File: src/rtl/msg_seq_pkg.sv
// Shared types and constants for the hash message padding sequencer.
// Used by msg_seq and msg_seq_padgen.
package msg_seq_pkg;

  typedef enum logic [3:0] {
    IDLE, CLR, ARM, DATA, MARK, ALIGN, ZLEN, CMP, FIN
  } st_e;

  localparam logic [1:0]  OP_WR_D  = 2'b00;
  localparam int          BLK_256  = 64;
  localparam int          BLK_512  = 128;
  localparam int          LEN_256  = 8;
  localparam int          LEN_512  = 16;
  localparam logic [31:0] PAD_MARK = 32'h8000_0000;

  // Byte offset at which the length field starts.
  function automatic logic [6:0] len_pos(input logic m);
    return m ? 7'(BLK_512 - LEN_512) : 7'(BLK_256 - LEN_256);
  endfunction

endpackage

File: src/rtl/msg_seq_padgen.sv
// Padding word generator for MARK/ALIGN/ZLEN (combinational).
// i_fill marks zero words that only run to the block end.
module msg_seq_padgen
  import msg_seq_pkg::*;
(
  input  st_e         i_st,
  input  logic [6:0]  i_ofs,
  input  logic [31:0] i_len,
  input  logic        i_mode,
  input  logic        i_fill,
  output logic [31:0] o_wr_d,
  output logic [1:0]  o_size,
  output logic        o_last
);

  logic [6:0] w_hi;
  logic [6:0] w_lo;
  logic       w_zl;

  assign w_hi = i_mode ? 7'(BLK_512 - 8) : 7'(BLK_256 - 8);
  assign w_lo = w_hi + 7'd4;
  assign w_zl = (i_st == ZLEN) && !i_fill;

  always_comb begin
    o_wr_d = '0;
    o_size = '0;
    o_last = 1'b0;
    unique case (1'b1)
      i_st == MARK: begin
        o_wr_d = PAD_MARK;
        o_size = 2'd1;
        o_last = 1'b1;
      end
      i_st == ALIGN: begin
        o_size = 2'd0 - i_ofs[1:0];
        o_last = 1'b1;
      end
      w_zl && (i_ofs == w_hi): begin
        o_wr_d = {29'd0, i_len[31:29]};
      end
      w_zl && (i_ofs == w_lo): begin
        o_wr_d = {i_len[28:0], 3'd0};
        o_last = 1'b1;
      end
      default: ;
    endcase
  end

endmodule

File: src/rtl/msg_seq.sv
// Message padding sequencer: streams data, 0x80 mark and length into the buffer.
// MSG_SEQ_ABORT_EN adds an abort input that drops the job back to IDLE.
module msg_seq
  import msg_seq_pkg::*;
(
  input  logic        clk,
  input  logic        rst_n,
  input  logic        s1_flg_384,
  input  logic        start,
  input  logic [31:0] msg_len,
  input  logic [31:0] din,
  input  logic        din_vld,
  output logic        din_rdy,
  input  logic        m_buf_rdy,
  input  logic        rcv_nxt1,
  input  logic        msg_update,
  output logic        m_buf_en,
  output logic        m_buf_clr,
  output logic [1:0]  m_buf_op,
  output logic [31:0] wr_d,
  output logic        wr_en,
  output logic [1:0]  rcv_size,
  output logic        rcv_last,
  output logic        cmp_start,
  input  logic        cmp_done,
`ifdef MSG_SEQ_ABORT_EN
  input  logic        abort,
`endif
  output logic        busy,
  output logic        done
);

  st_e         r_st, w_nxt;
  st_e         r_seg, w_nseg;
  logic [6:0]  r_ofs;
  logic [31:0] r_len;
  logic [31:0] r_rem;
  logic        r_mode;
  logic        r_ended;
  logic        r_final;
  logic        r_fill;
  logic        r_kill;
  logic [1:0]  r_cph;

  logic [31:0] w_pd;
  logic [1:0]  w_psz;
  logic        w_plast;
  logic        w_abort;
  logic        w_dlast;
  logic [6:0]  w_mask;
  logic [6:0]  w_base;
  logic [2:0]  w_bytes;
  logic [7:0]  w_sum;
  logic [6:0]  w_ofs_n;
  logic        w_acc;
  logic        w_wrap;

`ifdef MSG_SEQ_ABORT_EN
  assign w_abort = abort && (r_st != IDLE);
`else
  assign w_abort = 1'b0;
`endif

  assign w_dlast = r_rem <= 32'd4;
  assign w_mask  = r_mode ? 7'h7f : 7'h3f;
  assign w_base  = len_pos(r_mode);
  assign busy    = rst_n && (r_st != IDLE);

  msg_seq_padgen u_pad (
    .i_st   (r_st),
    .i_ofs  (r_ofs),
    .i_len  (r_len),
    .i_mode (r_mode),
    .i_fill (r_fill),
    .o_wr_d (w_pd),
    .o_size (w_psz),
    .o_last (w_plast)
  );

  always_comb begin
    w_nxt     = r_st;
    w_nseg    = r_seg;
    m_buf_en  = 1'b0;
    m_buf_clr = r_kill;
    m_buf_op  = OP_WR_D;
    wr_d      = '0;
    wr_en     = 1'b0;
    rcv_size  = '0;
    rcv_last  = 1'b0;
    din_rdy   = 1'b0;
    cmp_start = 1'b0;
    done      = 1'b0;
    if (!rst_n || w_abort) begin
      m_buf_clr = 1'b1;
      w_nxt     = IDLE;
    end else begin
      unique case (r_st)
        IDLE: if (start) w_nxt = CLR;
        CLR: begin
          m_buf_clr = 1'b1;
          w_nxt     = ARM;
        end
        ARM: begin
          m_buf_en = 1'b1;
          if (m_buf_rdy) w_nxt = r_seg;
        end
        DATA: begin
          din_rdy  = 1'b1;
          wr_d     = din;
          wr_en    = din_vld;
          rcv_last = w_dlast;
          rcv_size = w_dlast ? r_rem[1:0] : 2'd0;
        end
        MARK, ALIGN, ZLEN: begin
          wr_en    = 1'b1;
          wr_d     = w_pd;
          rcv_size = w_psz;
          rcv_last = w_plast;
        end
        CMP: begin
          cmp_start = (r_cph == 2'd1);
          if (r_cph == 2'd2 && cmp_done)
            w_nxt = r_final ? FIN : (r_ended ? ARM : r_seg);
        end
        FIN: begin
          done  = 1'b1;
          w_nxt = IDLE;
        end
        default: w_nxt = IDLE;
      endcase
    end
    // size 0 encodes a full word
    w_bytes = {rcv_size == 2'd0, rcv_size};
    w_sum   = {1'b0, r_ofs} + {5'd0, w_bytes};
    w_ofs_n = w_sum[6:0] & w_mask;
    w_acc   = wr_en && rcv_nxt1;
    w_wrap  = w_acc && (w_ofs_n == 7'd0);
    if (r_st == DATA)
      w_nseg = MARK;
    else if (r_st == MARK)
      w_nseg = (w_ofs_n[1:0] != 2'd0) ? ALIGN : ZLEN;
    else if (r_st == ALIGN)
      w_nseg = ZLEN;
    if (w_acc)
      w_nxt = w_wrap ? CMP : (rcv_last ? ARM : r_st);
  end

  always_ff @(posedge clk) begin
    if (!rst_n) begin
      r_st    <= IDLE;
      r_seg   <= DATA;
      r_ofs   <= '0;
      r_len   <= '0;
      r_rem   <= '0;
      r_mode  <= 1'b0;
      r_ended <= 1'b0;
      r_final <= 1'b0;
      r_fill  <= 1'b0;
      r_kill  <= 1'b1;
      r_cph   <= 2'd0;
    end else begin
      r_st   <= w_nxt;
      r_kill <= w_abort;
      if (r_st == IDLE && start) begin
        r_len   <= msg_len;
        r_rem   <= msg_len;
        r_mode  <= s1_flg_384;
        r_ofs   <= '0;
        r_seg   <= (msg_len != 32'd0) ? DATA : MARK;
        r_ended <= 1'b0;
        r_final <= 1'b0;
        r_fill  <= 1'b0;
      end
      // past the length slot: zero-fill to the block end first
      if (r_st == ARM && m_buf_rdy && r_seg == ZLEN)
        r_fill <= r_ofs > w_base;
      if (w_acc) begin
        r_ofs   <= w_ofs_n;
        r_ended <= rcv_last;
        if (r_st == DATA) r_rem <= r_rem - {29'd0, w_bytes};
        if (rcv_last) r_seg <= w_nseg;
        if (w_wrap) r_fill <= 1'b0;
        if (r_st == ZLEN && rcv_last) r_final <= 1'b1;
      end
      if (r_st == CMP) begin
        unique case (r_cph)
          2'd0:    if (msg_update) r_cph <= 2'd1;
          2'd1:    r_cph <= 2'd2;
          default: if (cmp_done) r_cph <= 2'd0;
        endcase
      end else begin
        r_cph <= 2'd0;
      end
    end
  end

endmodule

File: config.mk
export PLATFORM = sky130hd
export DESIGN_NAME = msg_seq
export DESIGN_NICKNAME = d
export VERILOG_FILES = /design/src/rtl/msg_seq_pkg.sv /design/src/rtl/msg_seq_padgen.sv /design/src/rtl/msg_seq.sv
export SDC_FILE = /design/constraint.sdc
export NUM_CORES = 1
export LEC_CHECK = 0
export CAP_MARGIN = 20
export CORE_ASPECT_RATIO = 0.9
export CORE_UTILIZATION = 52
export CTS_BUF_LIST = sky130_fd_sc_hd__clkbuf_8
export DETAILED_ROUTE_END_ITERATION = 10
export PLACE_DENSITY = 0.83
export SYNTH_ARGS = -nofsm -noshare
export SYNTH_HDL_FRONTEND = slang
export SYNTH_SLANG_ARGS = --single-unit
export TNS_END_PERCENT = 50
File: constraint.sdc
create_clock -name clk -period 4.5 [get_ports clk]
set_input_delay 0.9 -clock clk [delete_from_list [all_inputs] [get_ports clk]]
set_output_delay 0.9 -clock clk [all_outputs]
set_load 0.05 [all_outputs]
# After elaboration in Yosys (flattened, before gate mapping)
# Index checks and enable logic that the tools add are counted.
# W data, S select, Z words.
[word_totals]
ff_bits = 86
latch_bits = 0
ramBits = 0
romBits = 0
input_bits = 73
elab_cells = 125
mem_count = 0
[classes]
n_addsub = 4
mul = 0
n_div = 0
magnitude_cmp = 2
n_eq_ne = 20
n_shift = 0
muxes = 60
bitwise_logic = 1
n_reduce_logical = 27
[ops]
columns = ["cell", "n"]
rows = [
  ["$mux W32", 4],
  ["$pmux W32 S3", 1],
  ["$pmux W32 S2", 1],
  ["$mux W4", 14],
  ["$mux W7", 5],
  ["$le A32 B3 Y1 const B", 1],
  ["$reduce_bool A32 Y1", 1],
  ["$sub A32 B3 Y32", 1],
  ["$mux W1", 23],
  ["$eq A4 B3 Y1 const B", 5],
  ["$pmux W4 S5", 1],
  ["$eq A7 B7 Y1", 2],
  ["$pmux W2 S2", 3],
  ["$logic_and A1 B1 Y1", 11],
  ["$mux W2", 5],
  ["$ne A3 B3 Y1 const B", 3],
  ["$eq A4 B2 Y1 const B", 2],
  ["$add A7 B3 Y7", 1],
  ["$add A7 B3 Y7 const B", 1],
  ["$and A7 B7 Y7", 1],
  ["$gt A7 B7 Y1", 1],
  ["$logic_not A7 Y1", 1],
  ["$reduce_or A3 Y1", 2],
  ["$ne A5 B2 Y1 const B", 1],
  ["19 further kinds", 23],
]

# Logic depth before layout (Yosys ltp)
[logic_depth]
depth_word = 13
mapped_depth = 16

# Cells and area by module
# Synthesis repeated with hierarchy kept, for this count alone.
[hier_totals]
cells_unflattened = 677
hier_area_um2 = 5208.7
[modules_own_cells]
columns = ["mod", "instances", "cells_each", "area_each_um2", "seq_area_each_um2"]
rows = [
  ["msg_seq", 1, 625, 4845.9, 1721.7],
  ["msg_seq_padgen", 1, 52, 362.8, 0.0],
]

# Worst setup path before layout
# No wires, ideal clock.
[synth_timing]
path_kind = "input -> register"
start = "in rst_n"
end = "reg r_rem[22]"
arrival_time_ps = 4448
slack_ps = -13
cell_stages = 13
cell_sequence = "nand2b_1 -> a21o_1 -> clkbuf_1 -> buf_1 -> nor2_1 -> ha_1 -> inv_1 -> fa_1 -> a211oi_1 -> nand3_1 -> nor3_1 -> mux2_2 -> nor2_1"
[synth_between]
elab_chain_len = 5
[synth_lines]
columns = ["item", "line_no", "rtl"]
rows = [
  ["from (decl)", "msg_seq.sv:7", "input logic rst_n,"],
  ["$mux W2 (*)", "msg_seq.sv:93", "if (!rst_n || w_abort) begin"],
  ["via rcv_size[0]", "msg_seq.sv:22", "output logic [1:0] rcv_size,"],
  ["$logic_not A2 Y1", "msg_seq.sv:133", "w_bytes = {rcv_size == 2'd0, rcv_size};"],
  ["$sub A32 B3 Y32 (*)", "msg_seq.sv:180", "if (r_st == DATA) r_rem <= r_rem - {29'd0, w_bytes};"],
  ["$mux W32 (*)", "msg_seq.sv:180", ""],
  ["$mux W32 (*)", "msg_seq.sv:177", "if (w_acc) begin"],
  ["to (signal assigned)", "msg_seq.sv:166", "r_rem <= msg_len;"],
  ["to (signal assigned)", "msg_seq.sv:180", ""],
  ["to (decl)", "msg_seq.sv:37", "logic [31:0] r_rem;"],
]
# The timed path passes the listed nets; every way through them passes the cells marked *.
# A chain may end at the register's enable or synchronous reset.

# Worst setup path after layout
[layout_timing]
start = "reg r_rem[22]"
end = "reg r_rem[31]"
[layout_between]
elab_chain_len = 8
[layout_lines]
columns = ["item", "line_no", "rtl"]
rows = [
  ["$le A32 B3 Y1", "msg_seq.sv:64", "assign w_dlast = r_rem <= 32'd4;"],
  ["$mux W2", "msg_seq.sv:112", "rcv_size = w_dlast ? r_rem[1:0] : 2'd0;"],
  ["$pmux W2 S2", "msg_seq.sv:97", "unique case (r_st)"],
  ["$mux W2", "msg_seq.sv:93", ""],
  ["$logic_not A2 Y1", "msg_seq.sv:133", ""],
  ["$sub A32 B3 Y32 (*)", "msg_seq.sv:180", ""],
  ["$mux W32 (*)", "msg_seq.sv:180", ""],
  ["$mux W32 (*)", "msg_seq.sv:177", ""],
]
# Every way passes the cells marked *; elsewhere a longest branch is shown, timed or not.

==> run metrics <==
critical path launch point type=register; register area=1720 um^2; first-pass GRT wire length=26.2 mm; worst-path maximum fanout=8; Via Count=5,579; hold buffer count at cts=0; drt wl/cell=18.6 um; # nets final=844; Post-Synthesis Cells=666; post-synthesis compound-gate area fraction=25.7%; Clock Path Buffers=2; largest net degree at the start of global routing=45; mux contribution to synthesized area=1.08%; CTS Sinks=86; routability cong.=0.981; # DRC=0; DIE WIDTH=105 um; layout cell share with drive strength beyond 1=12.2%; std cell rows=33; die height=94.8 um; all-layer global routing usage=33.2%; WHS Path Cells=2; peak supply drop=0.297 mV; CTS tree=done; simple-gate share of the synthesized area=28.8%; initial antenna violation count=0; # resized after CTS=0; vias in the first global route=5,184; setup bufs post-CTS=0; Final ANT Viol Nets=0; reg-to-reg startpoint=r_rem[22]$_SDFF_PN0_; I/O pin count=117; Via-to-Cell Ratio=6.29; synth top area cells=dfxtp_1 (35%), nand2_1 (7.6%), a21oi_1 (6.4%); share of the synthesized area in the top cell type=34.6%; Post-synth EDFFs=0; ratio of total power to cell area=468 nW/um^2; Final Skew=11.2 ps; Fin. Hold Viols=0; root buffer cell=clkbuf_8; Crit path required time=4780 ps; Synth-to-Final Area Change=31.4%; status=complete, no violations; Rel. slew slack=42.2%; largest family of logic cells by synthesized area=simple AND/OR/NAND/NOR gates; Synth Area in XOR/XNOR=1.41%; Yosys reg bits=86; Worst R2R Path Depth=12; leakage=2.30 nW; fin crit share=92.8%; Hold Startpoint=r_len[6]$_SDFFE_PN0P_; Distinct cells, synth=69; critical setup path kind=register to register; R2R setup slack=330 ps; fin. max-slew vios=0; Max-Cap Viols=0; Seq/Total Area, Yosys=34.6%; 1st-iter DRT viols=461; multi-input logic area=3010 um^2; f_max=240 MHz; detailed-router iteration count before antenna repair=5; Core Box Area=9210 um^2; Fin Setup TNS=0 ps; grt total ovfl=0; WP data arrival=4450 ps; number of H-tree levels=3; Worst Setup End Kind=register; Synth Flop Type=dfxtp_1; Synthesis Warnings=0; Worst Hold Endpoint=r_len[6]$_SDFFE_PN0P_; Worst-path clk slew=90 ps; total power=3.06 mW; Port Buf Inserts=114; hpwl dp=12.1 mm; worst r2r dst=r_rem[31]$_SDFF_PN0_; slew at the pin with the worst max-slew slack=860 ps; clk_lat worst skew=360 ps; area leader, netlist=dfxtp_1; Routed WL=16.5 mm; Post-Synth Adder-Cell Area=3.07%; # diodes=0; initial core utilization=54.1%; min-delay worst type=register to register; Mean Syn Cell Area=7.48 um^2; number of fill cells in the layout=746; Async S/R FF share, synth=0%; unrepaired setup endpoints after global routing=no; CTS buffer count=9; Tmin final=4170 ps; die area=9970 um^2; # setup viols final=0; Netlist Area Pre-Place=4980 um^2
-- sequential cells by signal, indices dropped and copies added, names as in the netlist --
register  count
r_cph         2
r_ended       1
r_fill        1
r_final       1
r_kill        1
r_len        32
r_mode        1
r_ofs         7
r_rem        32
r_seg         4
r_st          4
-- logic make-up after synthesis --
kind of cell	Yosys count
AOI/OAI and AO/OA	197
xor gates and xnor gates	8
adders and majority gates	11
buffers and inverters	63
DFF	86
muxes	5
other	1
and+or+nand+nor	295
-- worst max-delay path by stage --
stage	endpoint	startpoint	slack (ps)
global placement	r_rem[31]$_SDFF_PN0_	rst_n	480
detailed placement	r_rem[31]$_SDFF_PN0_	rst_n	350
floorplan	r_rem[22]$_SDFF_PN0_	rst_n	260
CTS	r_rem[31]$_SDFF_PN0_	r_rem[30]$_SDFF_PN0_	450
global route	r_rem[31]$_SDFF_PN0_	r_rem[22]$_SDFF_PN0_	120
finish	r_rem[31]$_SDFF_PN0_	r_rem[22]$_SDFF_PN0_	330
-- layout by cell type (no fill, tap or decap), types with 8 or more instances in the layout --
master	count
inv_1	17
o21ai_0	25
nor3_1	21
ha_1	9
nor4_1	18
nand2b_1	8
and3_1	8
clkbuf_8	10
a22oi_1	32
nand2_1	101
buf_12	20
nor2_1	77
o21a_1	10
a21oi_1	64
buf_4	34
a31oi_1	14
clkdlybuf4s50_1	74
dfxtp_1	86
nand3_1	12
-- metal layers --
metal,part of all wire (%),global-route usage [%]
met3,10,8.21
met5,0,0
met1,43,43.3
met2,45,53.6
met4,2.1,12.1
-- synthesized netlist by cell type (5+ instances only) --
cell and instances:
a22oi_1 32, and3_1 8, or2_2 6, buf_2 5
o21a_1 10, a21oi_1 64, ha_1 9, buf_1 5
xnor2_1 5, clkbuf_1 32, nand2_1 101, dfxtp_1 86
nand4_1 5, nor4_1 19, a31oi_1 14, o211ai_1 5
nor2_1 79, nand3_1 13, or4_1 6, nor3_1 21
o21ai_0 25, nand2b_1 8, inv_1 17, a211oi_1 5
-- power breakdown --
part	internal [mW]	switching, mW	total [mW]
combinational	0.518	0.927	1.45
sequential	0.918	0.142	1.06
clock	0.270	0.286	0.556
-- stage by stage --
stage / cells / hold WS, ps / cell area, um^2 / util [%] / setup WS (ps)
after floorplan: 667 / 436 / 4980 / - / 261
after global placement: 871 / 443 / 6350 / 68.9 / 475
after detailed placement: 871 / 448 / 6350 / 68.9 / 349
after CTS: 887 / 460 / 6540 / 71.1 / 454
after global routing: 887 / 474 / 6540 / 71.1 / 116
final: 887 / 458 / 6540 / 71.1 / 326
-- final cells by class --
class                      instances  area share [%]
sequential                        86            26.3
clock inverter                     6           0.918
clock buffer                      10            2.10
tap                              122            2.33
multi-input combinational        518            46.0
timing repair buffer             128            21.3
inverter                          17           0.975
-- critical path, cell delays in order, from the launching register on --
cell and delay [ps]:
dfxtp_1 340, nor4_1 520, and4_1 370, and4_1 380, a32oi_1 90, or2_2 350
ha_1 310, and2b_2 200, o21ai_0 220, and4_1 470, nand4_4 160, or4_1 440
a41oi_1 230
Power figures use the tool's default switching activity.
